--- src/rtl/fp_pkg.sv ---
// fp_pkg: shared constants and FSM state type for the sequential FP multiplier
package fp_pkg;
  localparam int EXP_BIAS = 127;
  localparam int EXP_W = 8;
  localparam int MANT_W = 24;
  localparam int PROD_W = 2 * MANT_W;
  localparam int EXPS_W = 10;
  typedef enum logic [1:0] {IDLE, MUL, NORM, DONE} state_t;
endpackage

--- src/rtl/fp_norm_round.sv ---
// fp_norm_round: normalize a 48-bit mantissa product, optionally round (FP_MUL_ROUND_EN), pack with range flags
module fp_norm_round
  import fp_pkg::*;
(
  input  logic [PROD_W-1:0]        prod,
  input  logic signed [EXPS_W-1:0] exp_in,
  input  logic                     sign,
  input  logic                     zero,
  output logic [31:0]              result,
  output logic                     overflow,
  output logic                     underflow
);
`ifdef FP_MUL_ROUND_EN
  localparam bit ROUND = 1'b1;
`else
  localparam bit ROUND = 1'b0;
`endif
  logic hi, guard, sticky, rnd;
  logic [22:0] frac;
  logic [23:0] frac_r;
  logic signed [EXPS_W-1:0] exp_f;
  always_comb begin
    hi = prod[47];
    frac = hi ? prod[46:24] : prod[45:23];
    guard = hi ? prod[23] : prod[22];
    sticky = hi ? |prod[22:0] : |prod[21:0];
    rnd = ROUND & guard & (sticky | frac[0]);
    frac_r = {1'b0, frac} + 24'(rnd);
    // a rounding carry leaves frac_r[22:0] at zero, so only the exponent moves
    exp_f = exp_in + EXPS_W'(hi) + EXPS_W'(frac_r[23]);
    overflow = !zero && exp_f >= 10'sd255;
    underflow = !zero && exp_f <= 10'sd0;
    result = (zero || underflow) ? {sign, 31'b0} :
             overflow ? {sign, 8'hFF, 23'b0} : {sign, exp_f[7:0], frac_r[22:0]};
  end
endmodule

--- src/rtl/fp_mul_seq.sv ---
// fp_mul_seq: sequential IEEE-754 single multiplier, 24-cycle shift-add mantissa product.
// Rounding mode selected by macro FP_MUL_ROUND_EN (nearest-even) else truncation.
module fp_mul_seq #(
  parameter int EXP_BIAS = fp_pkg::EXP_BIAS,
  parameter int MANT_W = fp_pkg::MANT_W
) (
  input  logic              clk,
  input  logic              rst,
  input  logic              Start,
  input  logic              Signo_A,
  input  logic              Signo_B,
  input  logic [7:0]        Exponente_A,
  input  logic [7:0]        Exponente_B,
  input  logic [MANT_W-1:0] Mantissa_A,
  input  logic [MANT_W-1:0] Mantissa_B,
  output logic              Busy,
  output logic              Done,
  output logic [31:0]       Result,
  output logic              Overflow,
  output logic              Underflow
);
  import fp_pkg::*;
  state_t state, state_n;
  logic [4:0] cnt;
  logic [MANT_W-1:0] mant_a;
  logic [2*MANT_W-1:0] prod;
  logic signed [EXPS_W-1:0] exp_r;
  logic sign_r, zero_r;
  logic [MANT_W:0] acc;
  logic [31:0] res_n;
  logic ovf_n, unf_n;
  always_comb begin
    state_n = state;
    case (state)
      IDLE: if (Start) state_n = MUL;
      MUL: if (cnt == 5'd23) state_n = NORM;
      NORM: state_n = DONE;
      default: state_n = IDLE;
    endcase
    Busy = state == MUL || state == NORM;
    Done = state == DONE;
    // multiplier B sits in the low half and is consumed LSB first
    acc = {1'b0, prod[2*MANT_W-1:MANT_W]} + {1'b0, prod[0] ? mant_a : {MANT_W{1'b0}}};
  end
  fp_norm_round u_norm (
    .prod(prod),
    .exp_in(exp_r),
    .sign(sign_r),
    .zero(zero_r),
    .result(res_n),
    .overflow(ovf_n),
    .underflow(unf_n)
  );
  always_ff @(posedge clk) begin
    if (rst) begin
      state <= IDLE;
      cnt <= '0;
      mant_a <= '0;
      prod <= '0;
      exp_r <= '0;
      sign_r <= 1'b0;
      zero_r <= 1'b0;
      Result <= '0;
      Overflow <= 1'b0;
      Underflow <= 1'b0;
    end else begin
      state <= state_n;
      if (state == IDLE && Start) begin
        cnt <= '0;
        mant_a <= Mantissa_A;
        prod <= {{MANT_W{1'b0}}, Mantissa_B};
        exp_r <= {2'b0, Exponente_A} + {2'b0, Exponente_B} - EXPS_W'(EXP_BIAS);
        sign_r <= Signo_A ^ Signo_B;
        zero_r <= Exponente_A == 8'd0 || Exponente_B == 8'd0;
      end
      if (state == MUL) begin
        cnt <= cnt + 5'd1;
        prod <= {acc, prod[MANT_W-1:1]};
      end
      if (state == NORM) begin
        Result <= res_n;
        Overflow <= ovf_n;
        Underflow <= unf_n;
      end
    end
  end
endmodule

--- config.mk ---
export PLATFORM = sky130hd
export DESIGN_NAME = fp_mul_seq
export DESIGN_NICKNAME = d
export VERILOG_FILES = /design/src/rtl/fp_pkg.sv /design/src/rtl/fp_norm_round.sv /design/src/rtl/fp_mul_seq.sv
export SDC_FILE = /design/constraint.sdc
export NUM_CORES = 1
export LEC_CHECK = 0
export BUFFER_PORTS_ARGS = -buffer_cell sky130_fd_sc_hd__buf_2
export CAP_MARGIN = 20
export CORE_UTILIZATION = 45
export DETAILED_ROUTE_END_ITERATION = 8
export PLACE_DENSITY = 0.65
export SYNTH_ARGS = -nofsm -noshare
export SYNTH_HDL_FRONTEND = slang
export SYNTH_SLANG_ARGS = --single-unit
--- constraint.sdc ---
create_clock -name clk -period 3.16 [get_ports clk]
set_clock_uncertainty 0.1 [all_clocks]
set_input_delay 0.316 -clock clk [delete_from_list [all_inputs] [get_ports clk]]
set_output_delay 0.316 -clock clk [all_outputs]
set_load 0.02 [all_outputs]
==> Word-level counts from Yosys, hierarchy flattened <==
Cells that the tools add are included.
{ "op_classes": {"n_addsub": 5, "magnitude_cmp": 2, "eq_ne": 6, "muxes": 11, "bitwise": 1, "n_reduce_logical": 12} }
{ "op_table": {"columns": ["op", "n"], "rows": [
  ["2-to-1 mux 48 bit", 2],
  ["2-to-1 mux 31 bit", 2],
  ["adder 24 x 24 -> 25 bit", 1],
  ["2-to-1 mux 24 bit", 1],
  ["2-to-1 mux 23 bit", 1],
  ["zero test 8 bit", 2],
  ["adder 10 x 1 -> 10 bit", 1],
  [">= comparator 10 x 9 -> 1 bit, second input constant", 1],
  ["<= comparator 10 x 1 -> 1 bit, second input constant", 1],
  ["2-to-1 mux 5 bit", 2],
  ["subtractor 9 x 7 -> 10 bit, second input constant", 1],
  ["adder 8 x 8 -> 9 bit", 1],
  ["case mux 2 bit (3 select lines)", 1],
  ["adder 5 x 1 -> 5 bit, second input constant", 1],
  ["== test 5 bit, second input constant", 1],
  ["== test 2 bit, second input constant", 2],
  ["2-to-1 mux 2 bit", 2],
  ["inequality test 2 bit, second input constant", 2],
  ["logical AND 1 bit", 3],
  ["logical OR 1 bit", 3],
  ["== test 2 x 1 -> 1 bit, second input constant", 1],
  ["zero test 2 bit", 1],
  ["AND reduction 2 bit", 1],
  ["nonzero test 2 bit", 1],
  ["2 further kinds", 2]
]} }
{ "word_totals": {"reg_bits": 125, "in_bits": 69, "out_inout_bits": 36, "wordCells": 47} }

==> Longest topological paths before layout <==
Gate-level depths: netlist of run 1.
{ "depth": {"depth_word": 5, "mapped_depth": 12, "depth_no_buf": 12} }

==> Hierarchy <==
A second synthesis of run 1 with hierarchy kept.
{ "unflattened": {"cells_unflattened": 937, "hier_area_um2": 7438.4} }
{ "modules_own_cells": {"columns": ["mod", "instances", "cells_per_inst", "area_each_um2", "seq_area_each_um2"], "rows": [
  ["fp_mul_seq", 1, 813, 6502.5, 2502.4],
  ["fp_norm_round", 1, 124, 935.9, 0.0]
]} }

==> Worst setup path after synthesis of run 1 <==
OpenSTA, ideal clock, no wires.
{ "synth_path": {"path_kind": "reg2reg", "start": "register prod[0]", "end": "register prod[43]", "setup_ps": 125, "arrival_time_ps": 2558, "required_ps": 2935, "slack_ps": 377, "stages_incl_launch_ff": 13, "n_path_buf": 1, "synth_period_minus_slack_ps": 2783, "path_cell_list": "dfxtp_1 clkbuf_1 and2_1 ha_1 inv_1 fa_1 nand2b_1 a21o_1 a31oi_2 a21oi_1 o41ai_2 xnor2_1 o21ai_1"} }
{ "synth_between": {"elab_chain_cells": 3} }
{ "synth_rtl": {"columns": ["item", "line", "source"], "rows": [
  ["start, declared", "fp_mul_seq.sv:26", "logic [2*MANT_W-1:0] prod;"],
  ["start signal, assigned", "fp_mul_seq.sv:71", "prod <= {{MANT_W{1'b0}}, Mantissa_B};"],
  ["start signal, assigned", "fp_mul_seq.sv:78", "prod <= {acc, prod[MANT_W-1:1]};"],
  ["2-to-1 mux 24 bit", "fp_mul_seq.sv:43", "acc = {1'b0, prod[2*MANT_W-1:MANT_W]} + {1'b0, prod[0] ? mant_a : {MANT_W{1'b0}}};"],
  ["adder 24 x 24 -> 25 bit", "fp_mul_seq.sv:43", null],
  ["2-to-1 mux 48 bit", "fp_mul_seq.sv:76", "if (state == MUL) begin"]
]} }
Every way passes these cells.
A chain may end at the register's enable or synchronous reset.

==> Worst setup path after layout of run 1 <==
Same ends and word-level chain as after synthesis.

==> results.py, run 1 <==
metrics = {
    "route": {
        "antenna_left": 0,
        "routed_wl_um": 15810,
        "drt_iter0_drc": 334,
        "wl_per_cell_um": 13.61,
        "first_pass_iters": 5,
        "drc": 0,
        "viasPerCell": 5.260,
        "vias": 6107,
    },
    "layout": {
        "filler_cell_count": 1479,
        "antenna_cells": 0,
        "finalNetCount": 1078,
        "regArea_mm2": 0.002502,
        "design_area_mm2": 0.008284,
        "mostFrequentLayoutCells": "nand2_1, dfxtp_1, a21oi_1, buf_2, nor2_1",
        "multi_input_area_mm2": 0.004225,
        "layout_commonest_cell": "nand2_1",
        "drive_above_1_share_pct": 19.22,
        "syn_to_final_growth_pct": 17.90,
    },
    "cts": {
        "cts_resized": 0,
        "post_cts_buffers": 0,
        "htree_levels": 4,
        "cts.clk_slew.worst_paths_ps": 60,
        "cts_made_buffers": 17,
        "worstSkewPairLatency_ps": 430,
        "cts-root-buf": "clkbuf_16",
        "clk_path_buf_depth": 2,
        "cts_tree": "yes",
        "hold_buffers": 0,
        "clock_sinks": 125,
    },
    "critical_path": {
        "cp_data_arrival_time_ps": 2980,
        "critPathKind": "reg2reg",
        "slowest_delay_ps": 420,
        "worstSetupEndpointType": "register",
        "critical_path_buf_inv_count": 1,
        "crit_chain": "buf_4, nand2_1, fa_1, nand2b_1, a21o_1, a31oi_2, a21oi_1, o41ai_2, xnor2_1, o21ai_1",
        "start_kind": "register",
        "cp.required_ps": 3340,
        "r2r_slack_ps": 360,
        "crit_fanout": 24,
        "path_delay_family": "compound AO/OA/AOI/OAI gates",
        "cp_slowest_cell": "fa_1",
    },
    "timing": {
        "setup_violations": 0,
        "maxSlewViolCount": 0,
        "worst_slack_ps": 361.8,
        "tightest_slew_ps": 720.7,
        "final_hold_viol_count": 0,
        "fin_crit_ps": 2798,
        "setup_tns_ps": 0,
        "fin_crit_sh_pct": 88.55,
        "slew_headroom_pct": 51.79,
        "rsz0062_at_grt": "false",
        "max_freq_ghz": 0.3574,
    },
    "place": {
        "gp_congestion": 0.8680,
        "place_area_mm2": 0.007641,
        "dp.final_hpwl_um": 11240,
        "portBuffers": 104,
        "preCtsSetupSlack_ps": 358.5,
    },
    "job": {
        "cap_viol_max_count": 0,
    },
    "run_status": {
        "status": "completed",
    },
    "grt": {
        "grt_max_degree": 57,
        "grt_pass1_wl_um": 26770,
        "grt_pass1_vias": 5692,
        "track_usage_pct": 20.79,
        "gr-total-overflow": 0,
        "antenna_found_initial": 0,
    },
    "synth": {
        "synth_top_area_cell": "dfxtp_1",
        "yosys_warnings": 0,
        "syn_nets": 995,
        "ys_seq_area_share_pct": 35.61,
        "synthesis.area_mm2": 0.007027,
        "synth_edf_count": 0,
        "postSynthCellCount": 877,
        "synth_seq_cells": 125,
        "synthFlopType": "dfxtp_1",
        "synth.distinct_cells": 64,
        "syn_avg_cell_area_um2": 8.012,
        "synthTopCellsByArea": "dfxtp_1, nand2_1, a21oi_1, ha_1, mux2i_1",
        "synth-async-reset-ratio_pct": 0,
        "yosysTopAreaCellShare_pct": 35.61,
    },
    "power_and_ir_drop": {
        "p_leak_nw": 3.559,
        "powerDensity_mw_per_mm2": 596.3,
        "ir_worst_vdd_uv": 420.3,
    },
    "floorplan": {
        "ioPinCount": 105,
        "die_y_um": 127.0,
        "start_util_pct": 46.22,
        "coreArea_mm2": 0.01520,
        "die_area_mm2": 0.01612,
        "rows": 45,
        "die_x_um": 127.0,
    },
    "worst_hold_path": {
        "hp-class": "in2reg",
    },
}
## Yosys cell counts, types with 11 or more instances
| library cell | n |
|---|---|
| nor2_1 | 68 |
| o21ai_0 | 26 |
| nand2_1 | 175 |
| dfxtp_1 | 125 |
| o21ai_2 | 20 |
| clkbuf_1 | 37 |
| xor2_1 | 12 |
| ha_1 | 47 |
| a21oi_1 | 121 |
| inv_1 | 18 |
| and2_1 | 25 |
| a21o_1 | 11 |
| xnor2_1 | 21 |
| mux2i_1 | 26 |
## routing by layer
metal	track usage [%]	vias up	routed length [um]
met5	0	-	0
met4	8.754	0	106
met3	4.555	7	681
met2	33.65	107	7210
met1	26.72	2769	7807
li1	-	3224	-
## power by group
group	internal, mW	total [mW]	switching (mW)
Sequential	1.72	1.83	0.113
Clock	1.36	2.08	0.722
Combinational	0.358	1.02	0.664
Total	3.44	4.94	1.50
## worst paths after layout
check	cells after the start	startpoint	endpoint
hold reg to reg	2	Result[8]	Result[8]
setup reg to reg	10	prod[0]	prod[43]
setup / recovery	10	prod[0]	prod[43]
hold / removal	3	Mantissa_A[4]	mant_a[4]
## final cells by class
class / count / area share, %
clock buffers: 19 / 5.467
clock inverters: 13 / 2.296
inverters: 18 / 0.8156
multi-input cells: 682 / 51.00
flip-flops and latches: 125 / 30.21
well taps: 188 / 2.839
repair buffers: 116 / 7.370
## worst register-to-register path: cells and delay by family (launching register included)
family | cells | cell delay, ps
xor+xnor | 1 | 160
flops | 1 | 310
compound gates | 5 | 1100
fa+ha+maj | 1 | 420
simple gates | 2 | 330
buf+inv | 1 | 250
## flip-flops by register name (all words and copies together) (netlist names), 2 cells and up
register	flops
exp_r	10
mant_a	24
state	2
cnt	5
Result	32
prod	48
## cell families (layout without fill, tap and decap cells)
group | count (synthesis) | after routing | synth area share, %
AO/OA/AOI/OAI | 239 | 239 | 21.05
XOR/XNOR | 33 | 33 | 4.113
adder cells (fa/ha/maj) | 49 | 49 | 8.939
buffers and inverters | 70 | 166 | 4.451
flip-flops | 125 | 125 | 35.61
multiplexers | 29 | 29 | 4.184
AND/OR/NAND/NOR | 332 | 332 | 21.65
## metrics by stage
step	utilization (%)	power (mW)	std cells	hold WS, ps
2_1_floorplan	-	2.615	877	331.7
3_5_place_dp	50.26	2.890	1129	336.3
6_report	54.49	4.940	1161	24.87
5_1_grt	54.49	5.218	1161	28.09
3_3_place_gp	50.26	2.882	1129	333.8
4_1_cts	54.49	4.997	1161	12.16
No activity file was read; power rests on OpenSTA's default activity.
==> inputs of run 2 (changes only) <==
- clock period: 3.16 -> 3.4 ns (I/O delays scaled with it)
==> run 2 against run 1 <==
  * Cell count about the same
  * Clock-buffer cell count up 1
  * Critical path depth unchanged
  * First-iteration DRC count is 26% lower
  * Critical path type unchanged
  * Highest routed layer unchanged
==> results.py, run 2 (synthesis gave the netlist of run 1 again) <==
metrics = {
    "layout": {
        "syn_to_final_growth_pct": 17.52,
        "finalNetCount": 1077,
        "layout_commonest_cell": "nand2_1",
        "reg_top3": "prod: 48 flops, Result: 32 flops, mant_a: 24 flops",
        "drive_above_1_share_pct": 19.03,
        "mostFrequentLayoutCells": "nand2_1, dfxtp_1, a21oi_1, buf_2, nor2_1",
        "top_register": "prod",
        "final-instance-count-excl-fill": 1160,
        "antenna_cells": 0,
        "multi_input_area_mm2": 0.004225,
        "largest_register_ff_count": 48,
        "design_area_mm2": 0.008258,
        "filler_cell_count": 1513,
        "regArea_mm2": 0.002502,
    },
    "timing": {
        "worst_slack_ps": 568.6,
        "max_freq_ghz": 0.3532,
        "fin_crit_sh_pct": 83.28,
        "fin_crit_ps": 2831,
        "slew_headroom_pct": 55.27,
        "tightest_slew_ps": 671.0,
        "setup_violations": 0,
        "maxSlewViolCount": 0,
        "setup_tns_ps": 0,
        "whs_ps": 48.01,
        "final_hold_viol_count": 0,
        "rsz0062_at_grt": "false",
    },
    "grt": {
        "grt_pass1_vias": 5779,
        "busiest_layer": "met2",
        "track_usage_pct": 20.79,
        "gr-total-overflow": 0,
        "gr-usage-met2_pct": 34.55,
        "antenna_found_initial": 0,
        "grt_max_degree": 71,
        "use_met1_pct": 26.24,
        "grt_use_met3_pct": 4.935,
        "grt_pass1_wl_um": 26760,
    },
    "cts": {
        "cts_tree": "yes",
        "post_cts_buffers": 0,
        "hold_buffers": 0,
        "cts-root-buf": "clkbuf_16",
        "clk_path_buf_depth": 2,
        "cts_resized": 0,
        "worstSkewPairLatency_ps": 430,
        "htree_levels": 4,
        "cts_made_buffers": 17,
        "clock_sinks": 125,
        "cts.clk_slew.worst_paths_ps": 60,
    },
    "run_status": {
        "status": "completed",
    },
    "critical_path": {
        "slowest_delay_ps": 420,
        "worstSetupEndpointType": "register",
        "cp_data_arrival_time_ps": 3070,
        "crit_chain": "buf_4, nand2_1, fa_1, nand2b_1, a21o_1, a31oi_2, a21oi_1, o41ai_2, a21oi_1, nor2_1",
        "crit_fanout": 24,
        "r2r_slack_ps": 570,
        "critPathKind": "reg2reg",
        "cp.required_ps": 3630,
        "r2r-start": "prod[0]",
        "timing.rr.end": "prod[47]",
        "start_kind": "register",
        "rr_worst_depth": 10,
        "crit_top_cell": "a21oi_1",
        "cp_slowest_cell": "fa_1",
    },
    "place": {
        "gp_congestion": 0.8320,
        "preCtsSetupSlack_ps": 559.4,
        "place_area_mm2": 0.007634,
        "portBuffers": 104,
        "dp.final_hpwl_um": 11080,
        "dpl.cell_count": 1128,
    },
    "route": {
        "routed_wl_um": 15690,
        "drt_iter0_drc": 248,
        "drc": 0,
        "viasPerCell": 5.232,
        "first_pass_iters": 4,
        "antenna_left": 0,
        "vias": 6069,
        "wl_per_cell_um": 13.53,
    },
    "power_and_ir_drop": {
        "internal_power_mw": 3.186,
        "p_leak_nw": 3.554,
        "power.switching_mw": 1.357,
        "powerDensity_mw_per_mm2": 550.1,
        "p_comb_share_pct": 20.6,
        "p_clk_share_pct": 42.0,
        "swShare_pct": 29.88,
        "p_seq_share_pct": 37.5,
        "ir_worst_vdd_uv": 380.3,
    },
    "job": {
        "cap_viol_max_count": 0,
    },
    "floorplan": {
        "die_y_um": 127.0,
        "coreArea_mm2": 0.01520,
        "die_x_um": 127.0,
        "rows": 45,
        "die_area_mm2": 0.01612,
        "ioPinCount": 105,
        "start_util_pct": 46.22,
    },
    "worst_hold_path": {
        "min_from": "Mantissa_A[11]",
        "hp-class": "in2reg",
        "min_to": "mant_a[11]",
        "holdPathStages": 3,
    },
}
==> run 2: how the worst max path moves through the flow <==
stage | cells after the start | startpoint | slack (ps) | endpoint
floorplan | 12 | prod[0] | 620 | prod[43]
global placement | 10 | prod[0] | 600 | prod[47]
detailed placement | 10 | prod[0] | 560 | prod[45]
CTS | 10 | prod[0] | 530 | prod[47]
global route | 10 | prod[0] | 340 | prod[47]
finish | 10 | prod[0] | 570 | prod[47]
==> run 2: cell type report <==
| class | count | area share, % |
|---|---|---|
| tap | 188 | 2.848 |
| multi-input combinational | 682 | 51.17 |
| timing repair buffer | 115 | 7.303 |
| inverter | 18 | 0.8182 |
| sequential | 125 | 30.30 |
| clock buffer | 20 | 5.530 |
| clock inverter | 12 | 2.030 |
==> run 2: per-stage QoR <==
step,utilization (%),total power [mW]
after floorplan,-,2.431
after global placement,50.21,2.663
after detailed placement,50.21,2.672
after CTS,54.32,4.593
after global routing,54.32,4.807
final,54.32,4.543
==> run 2: power groups by stage <==
stage / logic, mW / clock network (mW) / registers (mW)
floorplan: 0.733 / 0 / 1.70
global placement: 0.934 / 0 / 1.73
detailed placement: 0.940 / 0 / 1.73
CTS: 0.947 / 1.94 / 1.70
global route: 1.07 / 2.02 / 1.72
finish: 0.934 / 1.91 / 1.70
==> run 2: critical path, delay by kind of cell (launching register included) <==
family,cells,cell delay (ps)
AOI/OAI and AO/OA,5,1150
adders and majority gates,1,420
buffers and inverters,1,250
DFF,1,320
and+or+nand+nor,3,500
==> run 2: layer usage <==
layer	share of wire [%]	vias to the layer above	wire length (um)
met5	0	-	0
li1	-	3209	-
met1	48	2730	7554
met2	46	115	7259
met4	1.2	0	186
met3	4.4	15	689
==> inputs of run 3 (changes only) <==
- ABC_AREA: default -> 1
- PLACE_DENSITY: 0.65 -> 0.67
- clock period: 3.4 -> 2.56 ns (I/O delays scaled with it)
==> run 3 against run 2 <==
  * Critical path depth is 4 higher
  * Critical endpoint unchanged
  * Sequential power is 53% higher
  * Non-clock buffer count is 52 higher
  * Largest cell class unchanged
  * Clock power is 25% higher
  * Cell count is 32% higher
  * Maximum frequency is 21% higher
  * Hold slack worse by 39 ps
  * First-iteration DRC count is 87% higher
  * Synthesized cell count is 34% higher
  * Area after synthesis is 8.1% higher
  * Utilization is 2.1 points higher
  * Die area is 7.9% higher
==> results.py, run 3 <==
metrics = {
    "run_status": {
        "status": "completed",
    },
    "power_and_ir_drop": {
        "powerDensity_mw_per_mm2": 780.7,
        "internal_power_mw": 4.571,
        "p_leak_nw": 4.392,
        "power.switching_mw": 2.713,
        "p_comb_share_pct": 31.6,
        "p_clk_share_pct": 32.6,
        "swShare_pct": 37.25,
        "p_seq_share_pct": 35.7,
        "ir_worst_vdd_uv": 568.4,
    },
    "place": {
        "dp.final_hpwl_um": 14720,
        "place_area_mm2": 0.008322,
        "portBuffers": 104,
        "gp_congestion": 0.9332,
        "preCtsSetupSlack_ps": 185.8,
        "dpl.cell_count": 1463,
    },
    "route": {
        "drc": 0,
        "vias": 7849,
        "first_pass_iters": 7,
        "viasPerCell": 5.110,
        "wl_per_cell_um": 13.25,
        "antenna_left": 0,
        "drt_iter0_drc": 463,
        "routed_wl_um": 20350,
    },
    "floorplan": {
        "coreArea_mm2": 0.01652,
        "start_util_pct": 45.96,
        "ioPinCount": 105,
        "die_x_um": 131.9,
        "rows": 47,
        "die_y_um": 131.9,
        "die_area_mm2": 0.01740,
    },
    "timing": {
        "maxSlewViolCount": 0,
        "final_hold_viol_count": 0,
        "setup_tns_ps": 0,
        "max_freq_ghz": 0.4269,
        "whs_ps": 8.746,
        "tightest_slew_ps": 825.9,
        "fin_crit_sh_pct": 91.49,
        "fin_crit_ps": 2342,
        "rsz0062_at_grt": "false",
        "setup_violations": 0,
        "slew_headroom_pct": 44.94,
        "worst_slack_ps": 217.8,
    },
    "layout": {
        "layout_commonest_cell": "nor2_1",
        "final-instance-count-excl-fill": 1536,
        "design_area_mm2": 0.009331,
        "filler_cell_count": 1611,
        "multi_input_area_mm2": 0.004342,
        "reg_top3": "prod: 48 flops, Result: 32 flops, mant_a: 24 flops",
        "syn_to_final_growth_pct": 22.87,
        "drive_above_1_share_pct": 13.37,
        "largest_register_ff_count": 48,
        "mostFrequentLayoutCells": "nor2_1, nand2_1, inv_1, dfxtp_1, a21oi_1",
        "regArea_mm2": 0.002502,
        "antenna_cells": 0,
        "finalNetCount": 1422,
        "top_register": "prod",
    },
    "cts": {
        "clock_sinks": 125,
        "cts_made_buffers": 17,
        "worstSkewPairLatency_ps": 430,
        "clk_path_buf_depth": 2,
        "htree_levels": 4,
        "cts.clk_slew.worst_paths_ps": 60,
        "cts_tree": "yes",
        "cts-root-buf": "clkbuf_16",
    },
    "grt": {
        "track_usage_pct": 24.15,
        "gr-total-overflow": 0,
        "grt_pass1_wl_um": 34230,
        "antenna_found_initial": 0,
        "grt_max_degree": 73,
        "grt_pass1_vias": 7174,
    },
    "worst_hold_path": {
        "hp-class": "in2reg",
    },
    "critical_path": {
        "worstSetupEndpointType": "register",
        "r2r_slack_ps": 220,
        "cp.required_ps": 2810,
        "start_kind": "register",
        "cp_data_arrival_time_ps": 2590,
        "critPathKind": "reg2reg",
        "crit_fanout": 5,
    },
    "synth": {
        "synth-async-reset-ratio_pct": 0,
        "yosys_warnings": 0,
        "synthesis.area_mm2": 0.007595,
        "synth_seq_cells": 125,
        "synthFlopType": "dfxtp_1",
        "ys_seq_area_share_pct": 32.95,
        "synth_top_area_cell": "dfxtp_1",
        "synth_edf_count": 0,
        "synth_most_common_cell": "nor2_1",
        "synthTopCellsByArea": "dfxtp_1, nor2_1, nand2_1, ha_1, a21oi_1",
        "yosysTopAreaCellShare_pct": 32.95,
        "syn_nets": 1289,
        "synth.distinct_cells": 40,
        "synthTopCellsByCount": "nor2_1, nand2_1, inv_1",
        "postSynthCellCount": 1171,
        "syn_avg_cell_area_um2": 6.486,
    },
    "job": {
        "cap_viol_max_count": 0,
    },
}
==> run 3: changes by cell type after synthesis, sizes merged, moves of 8 or more <==
cell / previous run / this run
xnor2: 21 / 2
nand2b: 9 / 0
o21ai: 49 / 75
inv: 18 / 138
a21o: 11 / 1
and2: 25 / 2
nand2: 176 / 217
nand4: 2 / 37
nand3: 13 / 41
nor2: 68 / 248
xor2: 12 / 4
a211oi: 5 / 15
mux2i: 26 / 0
o221ai: 0 / 16
==> run 3: area by class of cell <==
cell class,count,share of cell area (%)
Clock buffer,18,4.706
Clock inverter,13,1.515
Inverter,141,5.672
Multi-Input combinational cell,852,46.53
Sequential cell,125,26.82
Tap cell,220,2.950
Timing Repair Buffer,167,11.81
==> run 3: per-stage QoR <==
stage | total power [mW] | util (%)
2_1_floorplan | 4.229 | -
3_3_place_gp | 4.842 | 50.36
3_5_place_dp | 4.869 | 50.36
4_1_cts | 7.316 | 56.42
5_1_grt | 7.765 | 56.47
6_report | 7.285 | 56.47
==> run 3: path summary, 6_finish.rpt <==
path | start | to | cells after the start
max | prod[0] | prod[47] | 14
min | Mantissa_A[0] | mant_a[0] | 3
max reg2reg | prod[0] | prod[47] | 14
min reg2reg | zero_r | zero_r | 2
==> run 3: logic make-up after synthesis <==
group | synth area share [%]
and+or+nand+nor | 30.56
DFF | 32.95
xor gates and xnor gates | 0.6919
AOI/OAI and AO/OA | 17.55
buffers and inverters | 9.984
adders and majority gates | 8.270
==> run 3: critical path, cell delays in order (launching register included) <==
cell      delay [ps]
dfxtp_1          370
nand2_1           70
inv_1             50
ha_1             190
inv_1             70
fa_1             350
inv_1            120
nand3_1           80
nand2_1          150
nand2_1           70
nand2_1          120
nand2_1          100
a21boi_0         180
o21ai_0          100
a21oi_1          130
==> run 3: metal layers <==
layer / GRT usage, % / wire length (um) / vias up
met5: 0 / 0 / -
li1: - / - / 4121
met3: 4.075 / 1236 / 28
met2: 38.77 / 9048 / 208
met4: 8.915 / 360 / 0
met1: 32.49 / 9706 / 3492
==> run 3: timing repair <==
item	4_1_cts	5_1_grt
buffers inserted	0	0
endpoints found under the setup margin	0	7
hold buffers	42	0
resized for setup	0	3
endpoints found under the hold margin	42	0
==> run 3: power groups by stage <==
| stage | combinational, mW | sequential, mW | clock (mW) |
|---|---|---|---|
| 3_5_place_dp | 2.23 | 2.64 | 0 |
| 4_1_cts | 2.29 | 2.60 | 2.42 |
| 3_3_place_gp | 2.21 | 2.63 | 0 |
| 2_1_floorplan | 1.63 | 2.60 | 0 |
| 6_report | 2.30 | 2.60 | 2.38 |
| 5_1_grt | 2.60 | 2.65 | 2.51 |
